[src/rtl/alu_share_ctrl_pkg.sv]
// rtl/alu_share_ctrl_pkg.sv - shared op codes and sequencer state encoding
//
// Purpose: constants used by the ALU sharing sequencer and its ALU instance.
//   OP_CAT / OP_BIN / OP_BCD / OP_MUL : 2-bit ALU select codes
//   state_t                           : sequencer states IDLE, EXEC, RESP
package alu_share_ctrl_pkg;

    localparam logic [1:0] OP_CAT = 2'b00;
    localparam logic [1:0] OP_BIN = 2'b01;
    localparam logic [1:0] OP_BCD = 2'b10;
    localparam logic [1:0] OP_MUL = 2'b11;

    typedef enum logic [1:0] {
        IDLE = 2'd0,
        EXEC = 2'd1,
        RESP = 2'd2
    } state_t;

endpackage

[src/rtl/alu_share_ctrl_alu.sv]
// rtl/alu_share_ctrl_alu.sv - 4-bit ALU: concat, binary add, BCD add, multiply
//
// Purpose: purely combinational 4-bit ALU with an 8-bit result.
// Ports:
//   a, b : 4-bit operands
//   op   : ALU select (OP_CAT, OP_BIN, OP_BCD, OP_MUL)
//   y    : 8-bit result, never truncated
module alu_share_ctrl_alu
    import alu_share_ctrl_pkg::*;
(
    input  logic [3:0] a,
    input  logic [3:0] b,
    input  logic [1:0] op,
    output logic [7:0] y
);

    logic [7:0] sum;

    assign sum = {4'd0, a} + {4'd0, b};

    always_comb begin
        y = 8'h00;
        case (op)
            OP_CAT: y = {a, b};
            OP_BIN: y = sum;
            // Decimal adjust: a binary sum above 9 gets +6 so the tens digit
            // lands in the upper nibble. Non-decimal operands pass through the
            // same adjustment; the sequencer flags them separately.
            OP_BCD: y = (sum > 8'd9) ? sum + 8'd6 : sum;
            OP_MUL: y = {4'd0, a} * {4'd0, b};
            default: y = 8'h00;
        endcase
    end

endmodule

[src/rtl/alu_share_ctrl.sv]
// rtl/alu_share_ctrl.sv - time-shares one 4-bit ALU between two requesters
//
// Purpose: arbitrates two valid/ready request channels onto a single ALU,
// registers the operands, and returns the 8-bit result on one response
// channel tagged with the requester id and a BCD operand error flag.
// Ports:
//   clk, rst_n                        : clock, asynchronous active-low reset
//   req0_valid/ready/a/b/op           : requester 0 operation channel
//   req1_valid/ready/a/b/op           : requester 1 operation channel
//   rsp_valid/ready/y/id/err          : result channel
//   busy                              : high whenever not IDLE
module alu_share_ctrl
    import alu_share_ctrl_pkg::*;
#(
    parameter int RR_EN = 1
) (
    input  logic       clk,
    input  logic       rst_n,
    input  logic       req0_valid,
    output logic       req0_ready,
    input  logic [3:0] req0_a,
    input  logic [3:0] req0_b,
    input  logic [1:0] req0_op,
    input  logic       req1_valid,
    output logic       req1_ready,
    input  logic [3:0] req1_a,
    input  logic [3:0] req1_b,
    input  logic [1:0] req1_op,
    output logic       rsp_valid,
    input  logic       rsp_ready,
    output logic [7:0] rsp_y,
    output logic       rsp_id,
    output logic       rsp_err,
    output logic       busy
);

    state_t     state;
    logic [3:0] opa;
    logic [3:0] opb;
    logic [1:0] opc;
    logic       op_id;
    logic       prio;       // requester favoured on the next contended grant
    logic       grant_any;
    logic       grant_id;
    logic [7:0] alu_y;

    always_comb begin
        grant_any = (state == IDLE) && (req0_valid || req1_valid);
        grant_id  = 1'b0;
        if (req0_valid && req1_valid)
            grant_id = (RR_EN != 0) ? prio : 1'b0;
        else if (req1_valid)
            grant_id = 1'b1;
    end

    assign req0_ready = grant_any && !grant_id;
    assign req1_ready = grant_any &&  grant_id;
    assign busy       = (state != IDLE);

    alu_share_ctrl_alu u_alu (
        .a  (opa),
        .b  (opb),
        .op (opc),
        .y  (alu_y)
    );

    always_ff @(posedge clk or negedge rst_n) begin
        if (!rst_n) begin
            state     <= IDLE;
            opa       <= 4'd0;
            opb       <= 4'd0;
            opc       <= 2'd0;
            op_id     <= 1'b0;
            prio      <= 1'b0;
            rsp_valid <= 1'b0;
            rsp_y     <= 8'h00;
            rsp_id    <= 1'b0;
            rsp_err   <= 1'b0;
        end else begin
            case (state)
                IDLE: begin
                    if (grant_any) begin
                        opa   <= grant_id ? req1_a  : req0_a;
                        opb   <= grant_id ? req1_b  : req0_b;
                        opc   <= grant_id ? req1_op : req0_op;
                        op_id <= grant_id;
                        // Pointer only moves on a grant, idle cycles keep it.
                        prio  <= ~grant_id;
                        state <= EXEC;
                    end
                end
                EXEC: begin
                    rsp_y     <= alu_y;
                    rsp_id    <= op_id;
                    rsp_err   <= (opc == OP_BCD) && ((opa > 4'd9) || (opb > 4'd9));
                    rsp_valid <= 1'b1;
                    state     <= RESP;
                end
                RESP: begin
                    // Back to IDLE only; the next grant waits one more cycle.
                    if (rsp_ready) begin
                        rsp_valid <= 1'b0;
                        state     <= IDLE;
                    end
                end
                default: state <= IDLE;
            endcase
        end
    end

endmodule

[config.mk]
export PLATFORM = sky130hd
export DESIGN_NAME = alu_share_ctrl
export DESIGN_NICKNAME = d
export VERILOG_FILES = /design/src/rtl/alu_share_ctrl_pkg.sv /design/src/rtl/alu_share_ctrl_alu.sv /design/src/rtl/alu_share_ctrl.sv
export SDC_FILE = /design/constraint.sdc
export NUM_CORES = 1
export LEC_CHECK = 0
export ABC_AREA = 1
export CAP_MARGIN = 20
export CELL_PAD_IN_SITES_DETAIL_PLACEMENT = 0
export CELL_PAD_IN_SITES_GLOBAL_PLACEMENT = 1
export CORE_UTILIZATION = 35
export CTS_BUF_LIST = sky130_fd_sc_hd__clkbuf_4 sky130_fd_sc_hd__clkbuf_8
export DETAILED_ROUTE_END_ITERATION = 8
export GPL_ROUTABILITY_DRIVEN = 0
export GPL_TIMING_DRIVEN = 1
export HOLD_SLACK_MARGIN = 0.1
export PLACE_DENSITY_LB_ADDON = 0.1
export SYNTH_ARGS = -nofsm -noshare
export SYNTH_HDL_FRONTEND = slang
export SYNTH_SLANG_ARGS = --single-unit
export TNS_END_PERCENT = 1
[constraint.sdc]
create_clock -name clk -period 5.9 [get_ports clk]
set_clock_uncertainty 0.05 [all_clocks]
set_input_delay 1.18 -clock clk [delete_from_list [all_inputs] [get_ports clk]]
set_output_delay 1.18 -clock clk [all_outputs]
set_load 0.05 [all_outputs]
==> results of run 1 <==
## worst register-to-register path: cells and delay by family (launching register included)
kind	cells	cell delay, ns
AO/OA/AOI/OAI	4	0.41
flip-flops	1	0.52
AND/OR/NAND/NOR	3	0.36
buffers and inverters	2	0.12
adder cells (fa/ha/maj)	3	1.54
## per-layer routing
metal / GRT usage / vias to the layer above / wire length [um]
li1: - / 929 / -
met1: 0.253 / 828 / 2280
met2: 0.316 / 54 / 2280
met3: 0.0299 / 4 / 252
met4: 0.0346 / 0 / 33
met5: 0 / - / 0
## state kept, by name, indices dropped and copies added, names as in the netlist
| register | flops |
|---|---|
| opa | 4 |
| op_id | 1 |
| state | 2 |
| rsp_y | 8 |
| prio | 1 |
| opb | 4 |
| opc | 2 |
| rsp_err | 1 |
| rsp_valid | 1 |
| rsp_id | 1 |
## final timing paths
path | from | endpoint | cells past startpoint
worst min register to register | rsp_y[2]$_DFFE_PN0P_ | rsp_y[2]$_DFFE_PN0P_ | 2
worst min-delay path | rsp_y[2]$_DFFE_PN0P_ | rsp_y[2]$_DFFE_PN0P_ | 2
min in group asynchronous | rst_n | rsp_y[7]$_DFFE_PN0P_ | 2
max in group asynchronous | rst_n | opb[2]$_DFFE_PN0P_ | 2
worst max-delay path | req0_valid | req1_ready | 5
worst max register to register | opb[3]$_DFFE_PN0P_ | rsp_y[6]$_DFFE_PN0P_ | 12
## placed cells by master (no fill, tap or decap), types with 3 or more instances in the layout
cell | synthesis | layout
a21oi_1 | 14 | 14
dfrtp_1 | 25 | 25
nor2_1 | 10 | 10
clkbuf_8 | 0 | 3
nand3_1 | 20 | 20
ha_1 | 17 | 17
nand2_2 | 3 | 3
o21ai_0 | 7 | 7
inv_1 | 36 | 36
nor2_2 | 4 | 4
nand2_1 | 81 | 81
fa_1 | 5 | 5
nand4_1 | 3 | 3
inv_2 | 8 | 8
nand3_2 | 4 | 4
clkdlybuf4s50_1 | 0 | 38
o211ai_1 | 6 | 6
## stage by stage
step           cells  utilization  instance area, sq um  worst slack (ns)
3_5_place_dp     367        0.457                  2390              1.65
4_1_cts          371        0.466                  2440              1.64
2_1_floorplan    262            -                  1940              2.95
3_3_place_gp     367        0.457                  2390              1.63
5_1_grt          371        0.466                  2440              1.55
6_report         371        0.466                  2440              1.65
## cell families (layout without fill, tap and decap cells)
group | count (synthesis) | count (layout) | synth area share
AND/OR/NAND/NOR | 131 | 131 | 0.304
buffers and inverters | 48 | 87 | 0.0980
AO/OA/AOI/OAI | 36 | 36 | 0.115
flip-flops | 25 | 25 | 0.322
adder cells (fa/ha/maj) | 22 | 22 | 0.161
## layout make-up
cell class	count	area share
clock buffer	3	0.0169
clock inverter	1	0.00308
timing repair buffer	39	0.159
sequential	25	0.256
inverter	44	0.0677
tap	70	0.0359
multi-input combinational	189	0.461
==> summary.txt, run 1 <==
Clock tree
  • CTS tree: yes
  • Total CTS buffers: 3
  • Clock Tree Buf Depth: 2
  • Hold-fix buffers, CTS: 0
  • Reg clk slew, reported paths: 0.10 ns
  • Worst skew pair latency: 0.28 ns
  • Root Driver: clkbuf_8
  • Clock sinks: 25
  • Post-cts sizing count: 0
  • H-tree level count: 1
  • Post-CTS Setup Bufs: 0

Worst setup path
  • Crit path kind: in2out
  • Crit path max fanout: 12
  • Critical path startpoint category: input port
  • Crit path arrival time: 3.02 ns
  • Top delay family on crit path: buffers and inverters
  • Critical Path Max Stage Delay: 0.89 ns
  • CP max stage cell: clkdlybuf4s50_1
  • WP buf/inv: 2
  • Crit end category: primary output
  • CP cell instances: clkdlybuf4s50_1 -> nand2_1 -> nand2_1 -> nor2_2 -> clkdlybuf4s50_1
  • R2R setup slack: 2.78 ns
  • Critical Path RT: 4.67 ns

Drt
  • DRT Pass-1 Iters: 4
  • Iter 0 DRT Violations: 100
  • Residual DRC: 0
  • Avg Vias per Cell: 4.89
  • Vias post-DR: 1,815
  • Final WL: 4850 um
  • Antenna Nets Post-Route: 0
  • DR WL/cell: 13.1 um

Synthesis
  • Ranking of synthesized cells by area: dfrtp_1 (32%), nand2_1 (16%), ha_1 (11%)
  • Synth area leader: dfrtp_1
  • Mean post-synth cell area: 7.41 sq um
  • Post-Syn Nets: 309
  • Most common cell in the netlist: nand2_1
  • Gate Count Post-Synth: 262
  • Ys async rst share: 1.00
  • Register area share after synthesis: 0.322
  • Ys Warns: 0
  • Synth cell count leaders: nand2_1 (81), inv_1 (36), dfrtp_1 (25)
  • Top-area cell type share of the netlist area: 0.322
  • Synthesis-stage register bit count: 25
  • Distinct cell type count after synthesis: 27
  • Post-synth EDFFs: 0
  • Cell Area, Synth: 1940 sq um
  • Post-synth top flop: dfrtp_1

Layout
  • Area occupied by multi-input gates: 1120 sq um
  • Area grow syn2layout: 25.7%
  • Layout filler cell count: 560
  • Share of cells above drive strength 1: 0.0963
  • Storage cell area: 626 sq um
  • Nets@finish: 349
  • Inserted Diodes: 0

GRT
  • First-pass GRT wire length: 8730 um
  • Total global-route track usage: 0.187
  • GRT Residual Overflow: 0
  • Initial antenna violation count: 0
  • Number of global-route vias before repair: 1,855
  • Largest net degree at the start of global routing: 26

Floorplan
  • Die Height: 76.5 um
  • Top Ports: 39
  • Core area: 5240 sq um
  • Die area: 5850 sq um
  • Die X-Extent: 76.5 um
  • Initial Util: 0.371
  • FP Rows: 26

STA
  • Slew Viols, Final: 0
  • Relative slew slack: 0.668
  • Worst Max-Slew Pin Slew: 0.497 ns
  • # setup viols final: 0
  • Fmax: 0.235 GHz
  • Final hold vios: 0
  • Fin Setup TNS: 0 ns
  • Fin crit period: 4.25 ns
  • Hold_ws: 0.446 ns
  • RSZ-0062 raised after global routing: false
  • Crit share post-route: 0.721

Job
  • Max_cap viols: 0

Worst hold path
  • Worst hold path class: reg2reg

Placed design
  • Post-DP HPWL: 3920 um
  • Port bufs: 38

Status
  • Run status: finished, final reports clean
Power of run 1 is left out: the tool's default activity adds up to more than one toggle a clock period on the data nets, which glitch-free logic cannot reach.
==> run 2, diff against run 1 <==
==> constraint.sdc (replaced) <==
create_clock -name clk -period 3.8 [get_ports clk]
set_clock_uncertainty 0.05 [all_clocks]
set_input_delay 0.76 -clock clk [delete_from_list [all_inputs] [get_ports clk]]
set_output_delay 0.76 -clock clk [all_outputs]
set_load 0.05 [all_outputs]
==> run 2 against run 1 <==
  * Utilization is 0.14 points higher
  * Cell area is 0.31% higher
  * Wire length is 1.3% lower
  * Die area stayed put
  * Critical path depth is 1 higher
  * Largest cell class unchanged
  * Register-to-register slack worse by 2.1 ns
  * Highest routed layer unchanged
  * Sequential share of layout area is 0.079 points lower
  * Final cell count is 0.27% higher
  * Flip-flop and latch count stayed put
  * Worst setup slack worse by 1.2 ns
==> summary.txt, run 2 (synthesis results as in run 1) <==
Worst setup path
  • CP max stage cell: clkdlybuf4s50_1
  • Critical Path RT: 2.99 ns (-1.68 ns)
  • CP cell instances: clkdlybuf4s50_1 -> nand2_1 -> nand2_1 -> inv_1 -> nor2_4 -> clkdlybuf4s50_1
  • R2R setup slack: 0.73 ns (-2.05 ns)
  • R2r worst-path depth: 12 (unchanged)
  • Worst R2R Start: opb[3]$_DFFE_PN0P_
  • CP startpoint: req0_valid
  • Critical path startpoint category: input port
  • Critical Path Max Stage Delay: 0.86 ns (-0.03 ns)
  • Setup crit end: req0_ready
  • R2R Path End: rsp_y[6]$_DFFE_PN0P_
  • Crit path arrival time: 2.56 ns (-0.46 ns)
  • Crit end category: primary output
  • Crit path kind: in2out
  • Crit path max fanout: 12 (unchanged)

Drt
  • Vias post-DR: 1,743 (-4.0%)
  • Residual DRC: 0 (unchanged)
  • Iter 0 DRT Violations: 56 (-44%)
  • Antenna Nets Post-Route: 0 (unchanged)
  • DRT Pass-1 Iters: 4 (unchanged)
  • Avg Vias per Cell: 4.69 (-4.2%)
  • Final WL: 4780 um (-1.3%)
  • DR WL/cell: 12.9 um (-1.6%)

STA
  • Relative slew slack: 0.667 (about the same)
  • Final hold vios: 0 (unchanged)
  • RSZ-0062 raised after global routing: false
  • Fin crit period: 3.37 ns
  • Fin Setup TNS: 0 ns (unchanged)
  • Fmax: 0.297 GHz
  • Crit share post-route: 0.887
  • Slew Viols, Final: 0 (unchanged)
  • Worst Max-Slew Pin Slew: 0.498 ns (+0.000911 ns)
  • # setup viols final: 0 (unchanged)

Clock tree
  • Root Driver: clkbuf_8
  • Hold-fix buffers, CTS: 0 (unchanged)
  • Clock sinks: 25 (unchanged)
  • Post-CTS Setup Bufs: 0 (unchanged)
  • Post-cts sizing count: 0 (unchanged)
  • H-tree level count: 1 (unchanged)
  • Worst skew pair latency: 0.27 ns (about the same)
  • Reg clk slew, reported paths: 0.10 ns (about the same)
  • Clock Tree Buf Depth: 2 (unchanged)
  • CTS tree: yes
  • Total CTS buffers: 3 (unchanged)

GRT
  • GRT Residual Overflow: 0 (unchanged)
  • Number of global-route vias before repair: 1,776 (-4.3%)
  • Largest net degree at the start of global routing: 26 (unchanged)
  • Initial antenna violation count: 0 (unchanged)
  • First-pass GRT wire length: 8230 um (-5.7%)
  • Total global-route track usage: 0.179 (-0.00821)

Layout
  • Nets@finish: 350 (+0.29%)
  • Share of cells above drive strength 1: 0.0993 (+0.00299)
  • Commonest cells after routing, fill and taps aside: nand2_1 (81), clkdlybuf4s50_1 (38), inv_1 (36)
  • Commonest non-fill, non-tap cell in the layout: nand2_1
  • Largest register FFs: 8 (unchanged)
  • Area grow syn2layout: 26.1%
  • Top flop regs: rsp_y x8, opa x4, opb x4
  • Inserted Diodes: 0 (unchanged)
  • Top reg by flops: rsp_y

Floorplan
  • Die area: 5850 sq um (unchanged)
  • Die Height: 76.5 um (unchanged)
  • Core area: 5240 sq um (unchanged)
  • FP Rows: 26 (unchanged)
  • Top Ports: 39 (unchanged)
  • Die X-Extent: 76.5 um (unchanged)
  • Initial Util: 0.371 (unchanged)

Status
  • Run status: finished, final reports clean

Job
  • Max_cap viols: 0 (unchanged)

Worst hold path
  • Worst hold path class: reg2reg

Placed design
  • Post-DP HPWL: 3850 um (-1.8%)
  • Port bufs: 38 (unchanged)
==> run 2: final cells by class <==
class,instances,area (sq um)
clock buffers,3,41.3
clock inverters,1,7.51
fillers,556,2790
inverters,44,165
multi-input cells,189,1120
flip-flops and latches,25,626
well taps,70,87.6
repair buffers,40,395
==> run 2: how the worst min path moves through the flow <==
stage | from | to | slack (ns) | cells past startpoint
floorplan | rst_n | op_id$_DFFE_PN0P_ | 0.41 | 0
global placement | rsp_y[2]$_DFFE_PN0P_ | rsp_y[2]$_DFFE_PN0P_ | 0.42 | 2
detailed placement | rsp_y[2]$_DFFE_PN0P_ | rsp_y[2]$_DFFE_PN0P_ | 0.42 | 2
CTS | rsp_y[2]$_DFFE_PN0P_ | rsp_y[2]$_DFFE_PN0P_ | 0.44 | 2
global route | rsp_y[0]$_DFFE_PN0P_ | rsp_y[0]$_DFFE_PN0P_ | 0.48 | 2
finish | rsp_y[2]$_DFFE_PN0P_ | rsp_y[2]$_DFFE_PN0P_ | 0.44 | 2
==> run 2: stage by stage <==
step                hold WS (ns)   util  instance area, sq um  setup slack, ns  instances
global placement           0.416  0.458                  2400            0.455        368
floorplan                  0.414      -                  1940             1.01        262
global route               0.475  0.467                  2450            0.336        372
detailed placement         0.416  0.458                  2400            0.419        368
finish                     0.438  0.467                  2450            0.428        372
CTS                        0.442  0.467                  2450            0.408        372
==> run 2: critical path: cells and delay by family <==
family	cells	cell delay, ns
buffers and inverters	3	1.43
and+or+nand+nor	3	0.37
==> run 2: metal layers <==
| layer | part of all wire | GRT usage |
|---|---|---|
| met4 | 0.0096 | 0.0327 |
| met5 | 0 | 0 |
| met2 | 0.49 | 0.318 |
| met3 | 0.030 | 0.0371 |
| met1 | 0.47 | 0.223 |
Power of run 2 is left out for the same reason.
==> run 3, diff against run 2 <==
==> constraint.sdc (replaced) <==
create_clock -name clk -period 4.25 [get_ports clk]
set_clock_uncertainty 0.05 [all_clocks]
set_input_delay 0.85 -clock clk [delete_from_list [all_inputs] [get_ports clk]]
set_output_delay 0.85 -clock clk [all_outputs]
set_load 0.05 [all_outputs]
==> run 3 against run 2 <==
  * Worst setup slack improved by 0.28 ns
  * Register-to-register slack gained 0.49 ns
  * Highest routed layer unchanged
  * Die area unchanged
  * Utilization is the same
  * First-iteration DRC count shrank 13%
  * Via count is 1.7% higher
  * Count of clock-buffer cells in the layout stayed put
  * Critical endpoint unchanged
==> summary.txt, run 3 (synthesis results as in run 1) <==
Status
  • Run status: finished, final reports clean

GRT
  • First-pass GRT wire length: 8560 um (+4.0%)
  • Largest net degree at the start of global routing: 26 (unchanged)
  • GRT Residual Overflow: 0 (unchanged)
  • Met2 Use GR: 0.316 (-0.00180)
  • Met1 usage: 0.240 (+0.0164)
  • Total global-route track usage: 0.187 (+0.00843)
  • Number of global-route vias before repair: 1,861 (+4.8%)
  • Met3 Resource Use GR: 0.0347 (-0.00240)
  • Initial antenna violation count: 0 (unchanged)
  • Most Crowded Layer GR: met2

STA
  • Hold_ws: 0.435 ns (-0.00238 ns)
  • Slew Viols, Final: 0 (unchanged)
  • Worst Max-Slew Pin Slew: 0.496 ns (-0.00147 ns)
  • Fin Setup TNS: 0 ns (unchanged)
  • Crit share post-route: 0.834
  • Final hold vios: 0 (unchanged)
  • # setup viols final: 0 (unchanged)
  • RSZ-0062 raised after global routing: false
  • Fin crit period: 3.54 ns
  • Fmax: 0.282 GHz
  • Relative slew slack: 0.668 (+0.000985)

Layout
  • Area grow syn2layout: 26.1% (unchanged)
  • Top reg by flops: rsp_y
  • Storage cell area: 626 sq um (unchanged)
  • Nets@finish: 350 (unchanged)
  • Share of cells above drive strength 1: 0.0993 (unchanged)
  • Commonest cells after routing, fill and taps aside: nand2_1 (81), clkdlybuf4s50_1 (38), inv_1 (36)
  • Area occupied by multi-input gates: 1120 sq um (unchanged)
  • Final instance area: 2450 sq um (unchanged)
  • Layout filler cell count: 542 (-2.5%)
  • Commonest non-fill, non-tap cell in the layout: nand2_1
  • Final Util: 0.467 (unchanged)
  • Top flop regs: rsp_y x8, opa x4, opb x4
  • Inserted Diodes: 0 (unchanged)
  • Largest register FFs: 8 (unchanged)

Placed design
  • Post-DP HPWL: 3860 um (+0.32%)
  • Port bufs: 38 (unchanged)
  • Area after DPL: 2400 sq um (unchanged)

Drt
  • Residual DRC: 0 (unchanged)
  • Antenna Nets Post-Route: 0 (unchanged)
  • Final WL: 4770 um (-0.23%)
  • Avg Vias per Cell: 4.76 (+1.7%)
  • Vias post-DR: 1,772 (+1.7%)
  • DR WL/cell: 12.8 um (-0.23%)
  • DRT Pass-1 Iters: 4 (unchanged)
  • Iter 0 DRT Violations: 49 (-13%)

Clock tree
  • Post-CTS Setup Bufs: 0 (unchanged)
  • Post-cts sizing count: 0 (unchanged)
  • CTS tree: yes
  • Root Driver: clkbuf_8
  • Reg clk slew, reported paths: 0.09 ns (about the same)
  • Hold-fix buffers, CTS: 0 (unchanged)
  • H-tree level count: 1 (unchanged)
  • Total CTS buffers: 3 (unchanged)
  • Clock Tree Buf Depth: 2 (unchanged)
  • Clock sinks: 25 (unchanged)
  • Worst skew pair latency: 0.28 ns (about the same)

Worst setup path
  • Crit path arrival time: 2.64 ns (+0.08 ns)
  • Critical path startpoint category: input port
  • Crit path max fanout: 12 (unchanged)
  • Crit end category: primary output
  • Crit path kind: in2out
  • Critical Path RT: 3.35 ns (+0.36 ns)

Floorplan
  • FP Rows: 26 (unchanged)
  • Top Ports: 39 (unchanged)
  • Die Height: 76.5 um (unchanged)
  • Die area: 5850 sq um (unchanged)
  • Initial Util: 0.371 (unchanged)
  • Die X-Extent: 76.5 um (unchanged)
  • Core area: 5240 sq um (unchanged)

Worst hold path
  • Worst hold path class: reg2reg

Job
  • Max_cap viols: 0 (unchanged)
==> run 3: cell counts in the layout (fill, tap and decap cells not counted) <==
Identical to the previous run, type by type.
==> run 3: final cells by class <==
type                            instances  area share
Clock buffer                            3      0.0169
Inverter                               44      0.0675
Multi-Input combinational cell        189       0.460
Tap cell                               70      0.0358
Timing Repair Buffer                   40       0.162
Clock inverter                          1     0.00307
Sequential cell                        25       0.256
==> run 3: stage by stage <==
step,setup slack (ns),instances
after detailed placement,0.692,368
after floorplan,1.46,262
after global placement,0.723,368
final,0.706,372
after CTS,0.685,372
after global routing,0.633,372
==> run 3: routing by layer <==
layer / wire [um] / part of all wire
met4: 75 / 0.016
met2: 2220 / 0.46
met1: 2280 / 0.48
met3: 200 / 0.042
met5: 0 / 0
==> run 3: worst max-delay path: stages <==
cell and delay, ns:
clkdlybuf4s50_1 0.50, nand2_1 0.06, nand2_1 0.08, inv_1 0.08, nor2_4 0.22, clkdlybuf4s50_1 0.86
==> run 3: worst paths after layout <==
kind,from,to,slack (ns),cells after the start
min in group asynchronous,rst_n,rsp_y[7]$_DFFE_PN0P_,0.87,2
worst max-delay path,req0_valid,req0_ready,0.71,6
worst min register to register,rsp_y[2]$_DFFE_PN0P_,rsp_y[2]$_DFFE_PN0P_,0.44,2
worst max register to register,opb[3]$_DFFE_PN0P_,rsp_y[6]$_DFFE_PN0P_,1.22,12
worst min-delay path,rsp_y[2]$_DFFE_PN0P_,rsp_y[2]$_DFFE_PN0P_,0.44,2
max in group asynchronous,rst_n,opa[0]$_DFFE_PN0P_,3.02,2
Power of run 3 is left out for the same reason.
==> variant 1: new RTL, flow settings as in run 1 <==
The 3 states of `state_t` get a one-hot encoding in 3 bits.
--- a/src/rtl/alu_share_ctrl_pkg.sv
+++ b/src/rtl/alu_share_ctrl_pkg.sv
@@ -11,8 +11,8 @@
     localparam logic [1:0] OP_MUL = 2'b11;
 
-    typedef enum logic [1:0] {
-        IDLE = 2'd0,
-        EXEC = 2'd1,
-        RESP = 2'd2
+    typedef enum logic [2:0] {
+        IDLE = 3'b001,
+        EXEC = 3'b010,
+        RESP = 3'b100
     } state_t;
 
Check against the original RTL: same outputs for any inputs over 10 cycles, from zero or initial values and one cycle with rst_n low; not proved beyond that.
==> variant 1 against run 1 <==
Global-route usage fell by 0.72 points. Sequential cell count rose by 1. Setup slack got worse by 0.19 ns. Wire length barely moved. Final cell count rose by 1.6%. Synthesized area rose by 4.9%. Hold slack got worse by 0.014 ns. Cell area rose by 4.4%.
==> variant 1: results (changes against run 1) <==
synth:
  async_flop_share: 1.00  # unchanged
  synth_flop_cell: "dfrtp_1"
  netlist_top_cells_count: "nand2_1 (79), inv_1 (42), dfrtp_1 (25), nand3_1 (20), ha_1 (18)"
  synthesis.yosys.warnings: 0  # unchanged
  synthTopCellsByArea: "dfrtp_1 (31%), nand2_1 (15%), ha_1 (11%)"
  synth_seq_area_share: 0.320  # -0.00215
  syn-num-nets: 315  # +1.9%
  synth_enable_flop_cells: 0  # unchanged
  synth.lib_cells_used.distinct: 36  # +33%
sta:
  final.hold.worst_slack_ns: 0.432  # -0.0144 ns
  timing.slew.headroom: 0.659  # -0.00885
  final_slew_viol_count: 0  # unchanged
worst_setup_path:
  critical_path.reg2reg.startpoint: "opa[0]"
  worst-path-max-fanout: 12  # unchanged
  rr_endpoint: "rsp_y[4]"
  timing.reg2reg.worst_path_depth: 12  # unchanged
  critical_path.slowest_cell: "clkdlybuf4s50_1"
  cp.arrival_ns: 3.21  # +0.19 ns
  rrSetupSlack_ns: 2.80  # +0.02 ns
  max_stage_delay_ns: 0.83  # -0.06 ns
clock_network:
  path_clk_slew_ns: 0.10  # about the same
  max-clock-path-buffers: 2  # unchanged
  htree_num_levels: 1  # unchanged
  post_cts.resized_instances: 0  # unchanged
  clock-root-buffer: "clkbuf_8"
  clk-insertion-delay-late_ns: 0.28  # about the same
  tritoncts.num_buffers: 3  # unchanged
  postCtsSetupRepairBufs: 0  # unchanged
cells_and_area:
  number_of_flip_flops_in_the_largest_register: 8  # unchanged
  reg.largest.list: "rsp_y: 8 flops, opa: 4 flops, opb: 4 flops"
  fin_nets: 354  # +1.4%
  layout-drive-gt1-share: 0.0820  # -0.0144
  n_antenna_cell: 0  # unchanged
worst_hold_path:
  min_delay_worst_endpoint: "rsp_valid"
  worst_hold_path_type: "reg -> reg"
  hold_crit_start: "rsp_valid"
  timing.hold.worst_path_depth: 2  # unchanged
drt:
  first_pass_iters: 4  # unchanged
  routed-via-count: 1818  # +0.17%
  routed_wire_length_per_instance_um: 12.8  # -1.6%
  initialDrtViolationCount: 83  # -17%
placed_design:
  dp_hpwl_um: 3940  # +0.42%
  buffer_ports.inserted: 38  # unchanged
global_routing:
  grt.total_usage: 0.180  # -0.00720
  grt_pass1_wl_um: 8560  # -1.9%
  largest_net_degree_at_the_start_of_global_routing: 27  # +3.8%
  antenna_found_initial: 0  # unchanged
pwr:
  vdd.ir_drop.worst_uv: 359
  power.leakage_nw: 1.31
outcome:
  run_status: "finished, final reports clean"
==> variant 1: changes by cell type after synthesis, moves of 3 or more <==
| cell | delta |
|---|---|
| inv_1 | +6 |
| inv_2 | -4 |
| nand3_2 | -4 |
| nor2_1 | +3 |
| nor2_2 | -3 |
| o211ai_1 | -5 |
| o211ai_2 | +5 |
==> variant 1: through the flow <==
step,utilization,power [mW],setup WS (ns),area [sq um],cells
after global routing,0.460,1.82,1.30,2550,377
final,0.460,1.64,1.46,2550,377
after global placement,0.447,1.52,1.45,2470,373
after CTS,0.460,1.66,1.44,2550,377
after floorplan,-,1.20,2.91,2040,267
after detailed placement,0.447,1.50,1.45,2470,373
==> variant 1: cell type report <==
cell class              count  area (sq um)
clock inverters             1          30.0
fillers                   578          2990
inverters                  46           173
well taps                  72          90.1
clock buffers               3          41.3
repair buffers             39           388
flip-flops and latches     26           652
multi-input cells         190          1170
==> variant 1: logic make-up after synthesis <==
group / share of synthesized area
adder cells (fa/ha/maj): 0.160
AND/OR/NAND/NOR: 0.268
flip-flops: 0.320
XOR/XNOR: 0.00430
AO/OA/AOI/OAI: 0.144
buffers and inverters: 0.104
==> variant 1: worst max-delay path, delay by kind of cell <==
family | cells | cell delay, ns
buffers and inverters | 4 | 1.57
AO/OA/AOI/OAI | 1 | 0.36
AND/OR/NAND/NOR | 1 | 0.10
==> variant 1: how the worst max path moves through the flow <==
| stage | from | endpoint | slack, ns |
|---|---|---|---|
| 2_1_floorplan | req1_valid | req1_ready | 2.91 |
| 3_3_place_gp | req0_valid | req0_ready | 1.45 |
| 3_5_place_dp | req0_valid | req0_ready | 1.45 |
| 4_1_cts | req0_valid | req0_ready | 1.44 |
| 5_1_grt | req1_valid | req1_ready | 1.30 |
| 6_report | req0_valid | req0_ready | 1.46 |
==> variant 1: report_power, final <==
group,leakage (nW),switching [mW],internal (mW)
clock,0.0357,0.0615,0.0909
sequential,0.317,0.0994,0.266
combinational,0.956,0.719,0.407
total,1.31,0.880,0.764
==> variant 1: per-layer routing <==
metal	part of all wire	up-vias	global-route usage
li1	-	945	-
met1	0.50	824	0.257
met2	0.44	40	0.281
met3	0.030	9	0.0198
met4	0.024	0	0.0630
met5	0	-	0
==> variant 2: new RTL, config.mk and constraints of run 1 <==
Without the edit above. Change the parameter `RR_EN` from 1 to 0.
--- a/src/rtl/alu_share_ctrl.sv
+++ b/src/rtl/alu_share_ctrl.sv
@@ -13,5 +13,5 @@
     import alu_share_ctrl_pkg::*;
 #(
-    parameter int RR_EN = 1
+    parameter int RR_EN = 0
 ) (
     input  logic       clk,
Formal check against the unedited RTL: not equivalent (a bounded check fails within 4 cycles, from zero or initial values and one cycle with rst_n low).
==> variant 2 against run 1 <==
Largest cell class unchanged. Register-to-register slack improved by 0.14 ns. Synthesized area fell by 2.3%. Cell area is 1.2% lower. Wire length fell by 4.9%. Global-route usage is 0.25 points lower. Critical endpoint is now req0_ready. Setup slack improved by 0.013 ns. Sequential cell count shrank 1. Fmax up 0.31%. Core utilization about the same.
==> variant 2: results (changes against run 1) <==
synth:
  synthTopCellsByArea: "dfrtp_1 (32%), nand2_1 (15%), ha_1 (11%)"
  synth_seq_area_share: 0.317  # -0.00554
  netlist_top_cells_count: "nand2_1 (78), inv_1 (44), dfrtp_1 (24), a21oi_1 (20), ha_1 (17)"
  async_flop_share: 1.00  # unchanged
  synth.lib_cells_used.distinct: 28  # +3.7%
  netlist_instances: 259  # -1.1%
  syn-num-nets: 306  # -0.97%
  synthesis.yosys.warnings: 0  # unchanged
placed_design:
  dp_hpwl_um: 3760  # -4.2%
  instance_count_after_placement_with_tap_cells_included: 362  # -1.4%
  postPlaceCellArea_sq_mm: 0.00233  # -2.5%
  buffer_ports.inserted: 38  # unchanged
  detailedPlace.worstSlack_ns: 1.66  # +0.0117 ns
drt:
  met1_length_um: 2220  # -2.5%
  initialDrtViolationCount: 78  # -22%
  top_signal_layer_used: "met4"
  route.met3.wl_um: 134  # -47%
  routed-via-count: 1758  # -3.1%
  postRouteAntennaNets: 0  # unchanged
  routed_wire_length_per_instance_um: 12.6  # -3.9%
  vias_per_cell: 4.79  # -2.1%
  first_pass_iters: 4  # unchanged
  wl_met2_um: 2220  # -2.8%
outcome:
  run_status: "finished, final reports clean"
worst_hold_path:
  timing.hold.worst_path_depth: 2  # unchanged
  hold_crit_start: "rsp_y[2]"
  worst_hold_path_type: "reg -> reg"
sta:
  final.hold.worst_slack_ns: 0.432  # -0.0137 ns
  clock.fmax_mhz: 236  # +0.31%
  final-hold-violation-count: 0  # unchanged
  timing.slew.headroom: 0.430  # -0.238
worst_setup_path:
  timing.critical_path.to: "req0_ready"
  rrSetupSlack_ns: 2.92  # +0.14 ns
  timing.reg2reg.worst_path_depth: 11  # -1
  rr_endpoint: "rsp_y[4]"
  critical_path.reg2reg.startpoint: "opa[1]"
  cp-startpoint: "req0_valid"
  worst-path-max-fanout: 12  # unchanged
  cp.arrival_ns: 3.01  # about the same
global_routing:
  globalRouteMet3Util: 0.0278  # -0.00216
  grt.total_usage: 0.185  # -0.00251
  grt_pass1_wl_um: 7820  # -10%
  use_met1: 0.251  # -0.00219
  largest_net_degree_at_the_start_of_global_routing: 25  # -3.8%
  groute.layer.met2.usage: 0.313  # -0.00272
  first_global_vias: 1726  # -7.0%
  antenna_found_initial: 0  # unchanged
pwr:
  power.leakage_nw: 1.21
  vdd.ir_drop.worst_uv: 304
  switchingPower_mw: 0.803
cells_and_area:
  fin_nets: 345  # -1.1%
  n_antenna_cell: 0  # unchanged
  layout-drive-gt1-share: 0.0539  # -0.0425
  final_util: 0.466  # about the same
  fillCellCount: 527  # -5.9%
clock_network:
  tritoncts.num_buffers: 3  # unchanged
  clock-root-buffer: "clkbuf_8"
  clk-insertion-delay-late_ns: 0.26  # -0.02 ns
  path_clk_slew_ns: 0.08  # -0.02 ns
## variant 2: power by group through the flow
stage	sequential (mW)	combinational [mW]	clock, mW
floorplan	0.424	0.673	0
global placement	0.335	1.04	0
detailed placement	0.335	1.04	0
CTS	0.331	1.05	0.116
global route	0.343	1.18	0.123
finish	0.332	1.03	0.111
## variant 2: cells by family after synthesis
family	synth area share
AO/OA/AOI/OAI	0.135
AND/OR/NAND/NOR	0.272
flip-flops	0.317
XOR/XNOR	0.00462
buffers and inverters	0.106
adder cells (fa/ha/maj)	0.165
## variant 2: worst max-delay path: stages
cell             delay [ns]
clkdlybuf4s50_1        0.48
inv_1                  0.06
nor2_2                 0.39
clkdlybuf4s50_1        0.90
## variant 2: final cells by class
| cell class | instances | share of cell area |
|---|---|---|
| clock buffer | 4 | 0.0228 |
| inverter | 45 | 0.0701 |
| multi-input combinational | 185 | 0.454 |
| sequential | 24 | 0.249 |
| tap | 70 | 0.0363 |
| timing repair buffer | 39 | 0.168 |
